==> config.mk <==
export PLATFORM = sky130hd
export DESIGN_NAME = ds_bypass_slot
export DESIGN_NICKNAME = d
export VERILOG_FILES = /design/src/rtl/ds_bypass_slot.sv
export SDC_FILE = /design/constraint.sdc
export NUM_CORES = 1
export LEC_CHECK = 0
export CAP_MARGIN = 10
export CELL_PAD_IN_SITES_DETAIL_PLACEMENT = 1
export CELL_PAD_IN_SITES_GLOBAL_PLACEMENT = 1
export CORE_ASPECT_RATIO = 1.25
export CORE_MARGIN = 5
export CORE_UTILIZATION = 22
export DETAILED_ROUTE_END_ITERATION = 12
export PLACE_DENSITY_LB_ADDON = 0.15
export SETUP_SLACK_MARGIN = 0.1
export SYNTH_ARGS = -nofsm -noshare
export SYNTH_HDL_FRONTEND = slang
export SYNTH_SLANG_ARGS = --single-unit
export TNS_END_PERCENT = 10
==> constraint.sdc <==
create_clock -name clk -period 3.7 [get_ports clk]
set_input_delay 1.11 -clock clk [delete_from_list [all_inputs] [get_ports clk]]
set_output_delay 1.11 -clock clk [all_outputs]
set_load 0.1 [all_outputs]
==> src/rtl/ds_bypass_slot.sv <==
// Decode-stage pipeline slot: holds one fetch beat, bypasses source operands from
// downstream write ports (youngest wins), interlocks on unready producers, counts stalls.
module ds_bypass_slot #(
  parameter int DW   = 64,
  parameter int XLEN = 32,
  parameter int AW   = 5,
  parameter int NSRC = 2,
  parameter int NFWD = 3,
  parameter int CW   = 16
) (
  input  logic                 clk,
  input  logic                 reset,
  input  logic                 fs_to_ds_valid,
  input  logic [DW-1:0]        fs_to_ds_bus,
  output logic                 ds_allowin,
  input  logic                 es_allowin,
  output logic                 ds_to_es_valid,
  output logic [DW-1:0]        ds_bus,
  input  logic                 flush,
  input  logic [NSRC*AW-1:0]   src_addr,
  input  logic [NSRC-1:0]      src_used,
  input  logic [NSRC*XLEN-1:0] rf_rdata,
  input  logic [NFWD-1:0]      fwd_valid,
  input  logic [NFWD-1:0]      fwd_we,
  input  logic [NFWD*AW-1:0]   fwd_waddr,
  input  logic [NFWD-1:0]      fwd_data_ok,
  input  logic [NFWD*XLEN-1:0] fwd_wdata,
  output logic [NSRC*XLEN-1:0] src_data,
  output logic [CW-1:0]        stall_cnt
);

  logic            ds_valid;
  logic [NSRC-1:0] blocked;
  logic            ready_go;

  always_comb begin
    // NOTE: every variable driven here gets a default first, so no path can infer a latch.
    src_data = rf_rdata;
    blocked  = '0;
    for (int i = 0; i < NSRC; i++) begin
      // Scan oldest to youngest: the youngest matching port is written last and wins,
      // including its data_ok, so an older ready port never hides a blocked younger one.
      for (int k = NFWD - 1; k >= 0; k--) begin
        if (src_used[i] && fwd_valid[k] && fwd_we[k] &&
            src_addr[i*AW +: AW] != '0 &&
            fwd_waddr[k*AW +: AW] == src_addr[i*AW +: AW]) begin
          src_data[i*XLEN +: XLEN] = fwd_wdata[k*XLEN +: XLEN];
          blocked[i]               = !fwd_data_ok[k];
        end
      end
    end
  end

  assign ready_go       = ~|blocked;
  assign ds_to_es_valid = ds_valid && ready_go && !flush;
  assign ds_allowin     = !ds_valid || (ready_go && es_allowin) || flush;

  // NOTE: sequential state uses non-blocking assignments so every flop samples pre-edge values.
  always_ff @(posedge clk or posedge reset) begin
    if (reset) begin
      ds_valid  <= 1'b0;
      ds_bus    <= '0;
      stall_cnt <= '0;
    end else begin
      if (flush)
        ds_valid <= 1'b0;
      else if (ds_allowin)
        ds_valid <= fs_to_ds_valid;

      if (ds_allowin && fs_to_ds_valid && !flush)
        ds_bus <= fs_to_ds_bus;

      // Only hazard stalls count; backpressure and flushed cycles do not.
      if (ds_valid && !ready_go && !flush && stall_cnt != {CW{1'b1}})
        stall_cnt <= stall_cnt + 1'b1;
    end
  end

endmodule

# Yosys cells after proc, flatten, opt, wreduce, memory -nomap -nowiden
# Index checks and enable logic that the tools add are counted.
# totals
regBits	81
output_inout_bits	146
elab_cells	69
# classes
add_sub_neg	1
n_eq_ne	7
mux	14
n_reduce_logical	44
# op_table
op	count
two-way mux 32 bit	6
logical AND 1 bit	32
== test 5 bit	6
adder 16 x 1 -> 16 bit, second input constant	1
inequality test 16 bit, second input constant	1
nonzero test 5 bit	2
two-way mux 1 bit	8
logical NOT 1 bit	6
logical OR 1 bit	2
nonzero test 2 bit	1
OR reduction 2 bit	1

# Depth between registers and ports, before layout
# Gate-level depths: netlist (run 1).
# logic_depth
ltp_word	14
ltp_mapped	10
ltp_nobuf	8

# Least setup slack after synthesis (run 1)
# OpenSTA, ideal clock, no wires.
# synth_timing
path_type	input-to-output
start	in src_addr[2]
end	out src_data[0]
t_arrival_ps	4716
required_ps	2590
path_slack_ps	-2126
stages	6
path_buffers	1
path_cell_list	xnor2_1 nand4_1 nor4_1 clkbuf_1 a21oi_1 o21ai_0
# synth_between
elab_chain_cells	6
elab_cells_between_ends	13
# synth_rtl
item	line_no	source
from (decl)	20	input logic [NSRC*AW-1:0] src_addr,
nonzero test 5 bit	45	src_addr[i*AW +: AW] != '0 &&
logical AND 1 bit	44	if (src_used[i] && fwd_valid[k] && fwd_we[k] &&
logical AND 1 bit	45	
two-way mux 32 bit (2 in a row)	44	
two-way mux 32 bit *	44	
to (decl)	28	output logic [NSRC*XLEN-1:0] src_data,
# Every way passes the cells marked *; elsewhere a longest branch is shown, timed or not.

# Worst setup path in the final report (run 1)
# layout_timing
start	in src_addr[0]
end	out ds_allowin
# layout_between
elab_chain_cells	11
elab_cells_between_ends	18
# layout_rtl
item	line_no	source
nonzero test 5 bit	45	
logical AND 1 bit	44	
logical AND 1 bit	45	
two-way mux 1 bit (2 in a row)	44	
two-way mux 1 bit *	44	
OR reduction 2 bit *	54	assign ready_go = ~|blocked;
logical NOT 1 bit *	54	
logical AND 1 bit *	56	assign ds_allowin = !ds_valid || (ready_go && es_allowin) || flush;
logical OR 1 bit * (2 in a row)	56	
to (decl)	15	output logic ds_allowin,
# Marked as above.

==> flow_metrics.tcl, run 1 <==
set metrics [dict create \
    placed_cells 1412 \
    core.rowCount 65 \
    avgRoutedWirePerCell_um 21.57 \
    ctsHoldBuffers 0 \
    die_h_um 188.5 \
    track_usage_pct 21.74 \
    slew_headroom_pct 58.96 \
    post-route-util_pct 55.81 \
    violations "setup timing" \
    hold_viol_final 0 \
    cts_tree "done" \
    crit_start "src_addr[0]" \
    startpoint_type "input port" \
    io_pins 411 \
    syn_to_final_growth_pct 150.9 \
    worst_slew_pin_slew_ns 0.6157 \
    port_buffers 410 \
    ys_types 37 \
    drc 0 \
    synth_area_leaders "dfrtp_1, mux2_1, mux2i_1, o21ai_0, nand2_1" \
    dp_hpwl_mm 23.64 \
    hp-start "ds_bus[62]" \
    cp_common_cell "buf_4" \
    avgSynthCellArea_um2 9.045 \
    critPathMaxFanout 3 \
    numCtsBuffers 9 \
    required_ns 2.59 \
    slew_violations 0 \
    drt_wl_total_mm 32.54 \
    synth_top_area_cell "dfrtp_1" \
    dieArea_um2 28800 \
    grt_antenna_before_repair 7 \
    fin_crit_ns 4.300 \
    status "complete, but fails checks" \
    seqCellArea_um2 2027 \
    fillers 2607 \
    multi_input_area_um2 4731 \
    initial_core_util_pct 22.24 \
    synth_area_um2 5608 \
    cts.path.max_buffers 2 \
    root_buffer "clkbuf_16" \
    path_clk_slew_ns 0.06 \
    drt_iter0_drc 163 \
    critPathKind "in2out" \
    slowest_stage "or4_4" \
    final_cell_mix "clkdlybuf4s50_1, buf_4, buf_12" \
    core-area_um2 25210 \
    cts-htree-levels 3 \
    synth_ff_type "dfrtp_1" \
    final_cell_count_no_fill 1509 \
    finClkSkew_ns 0.005023 \
    synth_edf_count 0 \
    fin_ws_ns -0.6005 \
    end_kind "output pin" \
    fmax_ghz 0.2325 \
    critical_path_arrival_ns 3.19 \
    final_common_cell "clkdlybuf4s50_1" \
    drive_above_1_share_pct 47.00 \
    leakage_nw 5.752 \
    synth-seq-area-share_pct 36.14 \
    cpPeakStageDelay_ns 0.54 \
    yosys_warnings 0 \
    clkSinkCount 81 \
    netlist.area_leader.share_pct 36.14 \
    rsz0062_at_grt "yes" \
    insertion_delay_ns 0.33 \
    crit_chain "buf_6 -> or4_4 -> o21ai_4 -> buf_4 -> buf_4 -> nor4_4 -> buf_4 -> o32a_4 -> nand3_4 -> nand2b_4 -> buf_12" \
    die_width_um 152.8 \
    grt_pass1_wl_mm 48.56 \
    async_flop_share_pct 100.0 \
    drt-pass1-iter-count 4 \
    fin_nets 1430 \
    setup_violations 92 \
    synth_fp_nets 886 \
    syn_inst 620 \
    grt_pass1_vias 7933 \
    place.gp.congestion 0.7904 \
    ys_ff_latch 81 \
    grt_max_degree 50 \
    finalSetupTns_ns -34.48 \
    vias 7082 \
    period_share_pct 116.2 \
    powerDensity_nw_per_um2 326.6 \
    vias_per_cell 4.693 \
    ant_nets 0 \
    r2r_start "stall_cnt[4]" \
    ir_drop_v 0.0005310 \
    hold_path.class "reg2reg" \
    global_route.overflow_total 0 \
    cap_violations 0 \
]
[state kept, by name (all words and copies together), names as in the netlist]
name and count:
ds_bus 64, ds_valid 1, stall_cnt 16
[layer usage]
layer  vias to the layer above  share of wire [%]  routed length, um  GRT usage, %
li1                       3283                  -                  -             -
met1                      3441                 35              11430         21.78
met2                       303                 53              17320         41.19
met3                        49                8.5               2757         7.443
met4                         6                3.0                987         8.228
met5                         -               0.15                 49             0
[final cells by class]
cell class | count | share of cell area, %
Timing Repair Buffer | 576 | 46.51
Multi-Input combinational cell | 495 | 33.62
Sequential cell | 81 | 14.41
Tap cell | 335 | 2.979
Clock buffer | 13 | 1.921
Clock inverter | 2 | 0.4268
Antenna cell | 6 | 0.1067
Inverter | 1 | 0.03557
[worst max-delay path, delay by kind of cell]
kind	cells	cell delay, ns
AO/OA/AOI/OAI	2	0.62
AND/OR/NAND/NOR	4	0.76
buffers and inverters	5	0.70
[timing repair]
action,CTS,global route
gates cloned,13,0
endpoints found under the setup margin,146,129
pin swaps,77,45
setup buffers,60,11
gates resized for setup,295,40
[worst paths after layout]
check | to | slack (ns) | depth (start not counted)
max | ds_allowin | -0.60 | 11
min | ds_bus[62] | 0.48 | 1
max reg2reg | stall_cnt[4] | 1.32 | 9
min reg2reg | ds_bus[62] | 0.48 | 1
max in group asynchronous | stall_cnt[11] | 1.87 | 3
min in group asynchronous | ds_valid | 1.16 | 2
[metrics by stage]
stage | cell area [um^2] | hold slack (ns) | worst slack, ns | total power [W]
floorplan | 6556 | 0.7809 | -0.3917 | 0.002664
global placement | 12060 | 0.4684 | -1.056 | 0.003523
detailed placement | 12060 | 0.4760 | -1.066 | 0.003545
CTS | 13820 | 0.4893 | -0.6088 | 0.004631
global route | 14070 | 0.4958 | -0.6496 | 0.004758
finish | 14070 | 0.4835 | -0.6005 | 0.004595
[synth_stat cells, types with 9 or more instances]
master,n
nand2_1,103
dfrtp_1,81
xnor2_1,34
xor2_1,11
clkbuf_1,29
nand4_1,11
nand3_1,9
a21oi_1,32
mux2i_1,64
nor2_1,35
mux2_1,60
o21ai_0,96
[power by group]
group          internal (W)  switching [W]
sequential          0.00101      0.0000669
combinational      0.000832        0.00170
clock              0.000643       0.000342
[kinds of logic after synthesis]
family          Yosys count  share of synthesized area, %
xor+xnor                 45                         7.028
mux                     129                         24.48
flops                    81                         36.14
fa+ha+maj                 1                        0.2231
compound gates          136                         12.85
buf+inv                  44                         4.373
simple gates            184                         14.90
No activity file was read; power rests on OpenSTA's default activity.
==> inputs of run 2 (changes only) <==
--- a/config.mk
+++ b/config.mk
@@ -6,11 +6,11 @@
 export NUM_CORES = 1
 export LEC_CHECK = 0
 export CAP_MARGIN = 10
-export CELL_PAD_IN_SITES_DETAIL_PLACEMENT = 1
-export CELL_PAD_IN_SITES_GLOBAL_PLACEMENT = 1
+export CELL_PAD_IN_SITES_DETAIL_PLACEMENT = 0
+export CELL_PAD_IN_SITES_GLOBAL_PLACEMENT = 2
 export CORE_ASPECT_RATIO = 1.25
 export CORE_MARGIN = 5
-export CORE_UTILIZATION = 22
+export CORE_UTILIZATION = 16
 export DETAILED_ROUTE_END_ITERATION = 12
 export PLACE_DENSITY_LB_ADDON = 0.15
 export SETUP_SLACK_MARGIN = 0.1
==> flow_metrics.tcl, run 2 (synthesis gave the netlist of run 1 again) <==
set metrics [dict create \
    status "complete, but fails checks" \
    violations "setup timing" \
    final_cell_count_no_fill 1599 \
    post-place-ws_ns -1.074 \
    root_buffer "clkbuf_16" \
    place_area_um2 12200 \
    multi_input_area_um2 4890 \
    port_buffers 410 \
    ir_drop_v 0.0003862 \
    vias_per_cell 4.236 \
    ctsHoldBuffers 0 \
    core-area_um2 34520 \
    clkSinkCount 81 \
    swShare_pct 45.54 \
    place.gp.congestion 0.8006 \
    largest_register "ds_bus" \
    cts-htree-levels 3 \
    seqCellArea_um2 2027 \
    ant_nets 0 \
    period_share_pct 114.6 \
    insertion_delay_ns 0.34 \
    final_cell_mix "clkdlybuf4s50_1, buf_4, nand2_1" \
    cts.path.max_buffers 2 \
    post-route-util_pct 40.20 \
    critPathKind "in2out" \
    numCtsBuffers 9 \
    drc 0 \
    syn_to_final_growth_pct 147.4 \
    clkPwrFrac_pct 21.4 \
    global_route.overflow_total 0 \
    fillers 3358 \
    path_clk_slew_ns 0.06 \
    grt_max_degree 55 \
    cts_tree "done" \
    critPathMaxFanout 6 \
    fin_crit_ns 4.241 \
    hold_depth 1 \
    die_width_um 177.5 \
    power_switching_w 0.002109 \
    io_pins 411 \
    setup_violations 66 \
    grt_pass1_wl_mm 46.08 \
    grt_antenna_before_repair 12 \
    core.rowCount 76 \
    end_kind "output pin" \
    drt_wl_total_mm 31.77 \
    dp_hpwl_mm 24.09 \
    powerDensity_nw_per_um2 333.8 \
    stdcell_area_um2 13880 \
    rsz0062_at_grt "yes" \
    reg.largest.list "ds_bus: 64 flops, stall_cnt: 16 flops, ds_valid: 1 flops" \
    final_common_cell "clkdlybuf4s50_1" \
    die_h_um 219.3 \
    startpoint_type "input port" \
    worst_slew_pin_slew_ns 0.5278 \
    cap_violations 0 \
    drt_iter0_drc 174 \
    fin_ws_ns -0.5406 \
    slew_headroom_pct 64.77 \
    slew_violations 0 \
    leakage_nw 5.541 \
    vias 6774 \
    largest_register_ffs 64 \
    p_comb_share_pct 55.3 \
    hold_slack_ns 0.4862 \
    fmax_ghz 0.2358 \
    finClkSkew_ns 0.003516 \
    worstRegToRegCells 9 \
    grt_pass1_vias 7413 \
    drt-pass1-iter-count 4 \
    hold_path.class "reg2reg" \
    initial_core_util_pct 16.25 \
    seqPwrFrac_pct 23.3 \
    required_ns 2.59 \
    internal_power_w 0.002522 \
    critical_path_arrival_ns 3.13 \
    hold_viol_final 0 \
    dieArea_um2 38920 \
    placed_cells 1545 \
    avgRoutedWirePerCell_um 19.87 \
    drive_above_1_share_pct 48.49 \
    track_usage_pct 15.59 \
    fin_nets 1388 \
]
run 2: final timing paths:
kind / from / to / slack (ns)
max in group asynchronous: reset / ds_bus[13] / 1.92
setup reg to reg: stall_cnt[3] / stall_cnt[4] / 1.34
hold reg to reg: ds_bus[58] / ds_bus[58] / 0.49
hold / removal: ds_bus[58] / ds_bus[58] / 0.49
min in group asynchronous: reset / ds_bus[32] / 1.11
setup / recovery: src_addr[8] / src_data[50] / -0.54
run 2: area by class of cell:
cell class	count	area share, %
Sequential cell	81	14.61
Timing Repair Buffer	534	43.43
Tap cell	468	4.220
Antenna cell	5	0.09017
Inverter	1	0.03607
Clock buffer	13	1.948
Clock inverter	2	0.4328
Multi-Input combinational cell	495	35.24
run 2: timing repair:
item                                    4_1_cts  5_1_grt
buffers inserted                             23        2
gates cloned                                 10        0
pin swaps                                    74       31
endpoints found under the setup margin      146      129
resized for setup                           283       92
run 2: per-layer routing:
metal	GRT usage, %	up-vias	share of wire [%]
li1	-	3216	-
met1	16.64	3232	36
met2	28.56	271	52
met3	5.720	41	9.3
met4	4.617	14	2.0
met5	0	-	0.30
run 2: worst max-delay path, cell delays in order:
cell     delay [ns]
buf_8          0.10
or4_4          0.55
buf_4          0.16
nor2_4         0.11
nor4_4         0.06
buf_6          0.14
buf_12         0.14
buf_4          0.13
buf_4          0.12
buf_4          0.14
o21ai_4        0.16
buf_12         0.19
run 2: power groups by stage:
stage                     registers, W  logic, W  clock network, W
final                          0.00108   0.00256          0.000992
after detailed placement       0.00109   0.00245                 0
after global placement         0.00109   0.00245                 0
after global routing           0.00110   0.00264           0.00107
after floorplan                0.00201  0.000651                 0
after CTS                      0.00108   0.00251           0.00104
run 2: metrics by stage:
step	power, W	setup TNS (ns)
floorplan	0.002664	-25.02
global placement	0.003540	-121.41
detailed placement	0.003541	-118.69
CTS	0.004628	-29.51
global route	0.004815	-34.73
finish	0.004631	-29.75
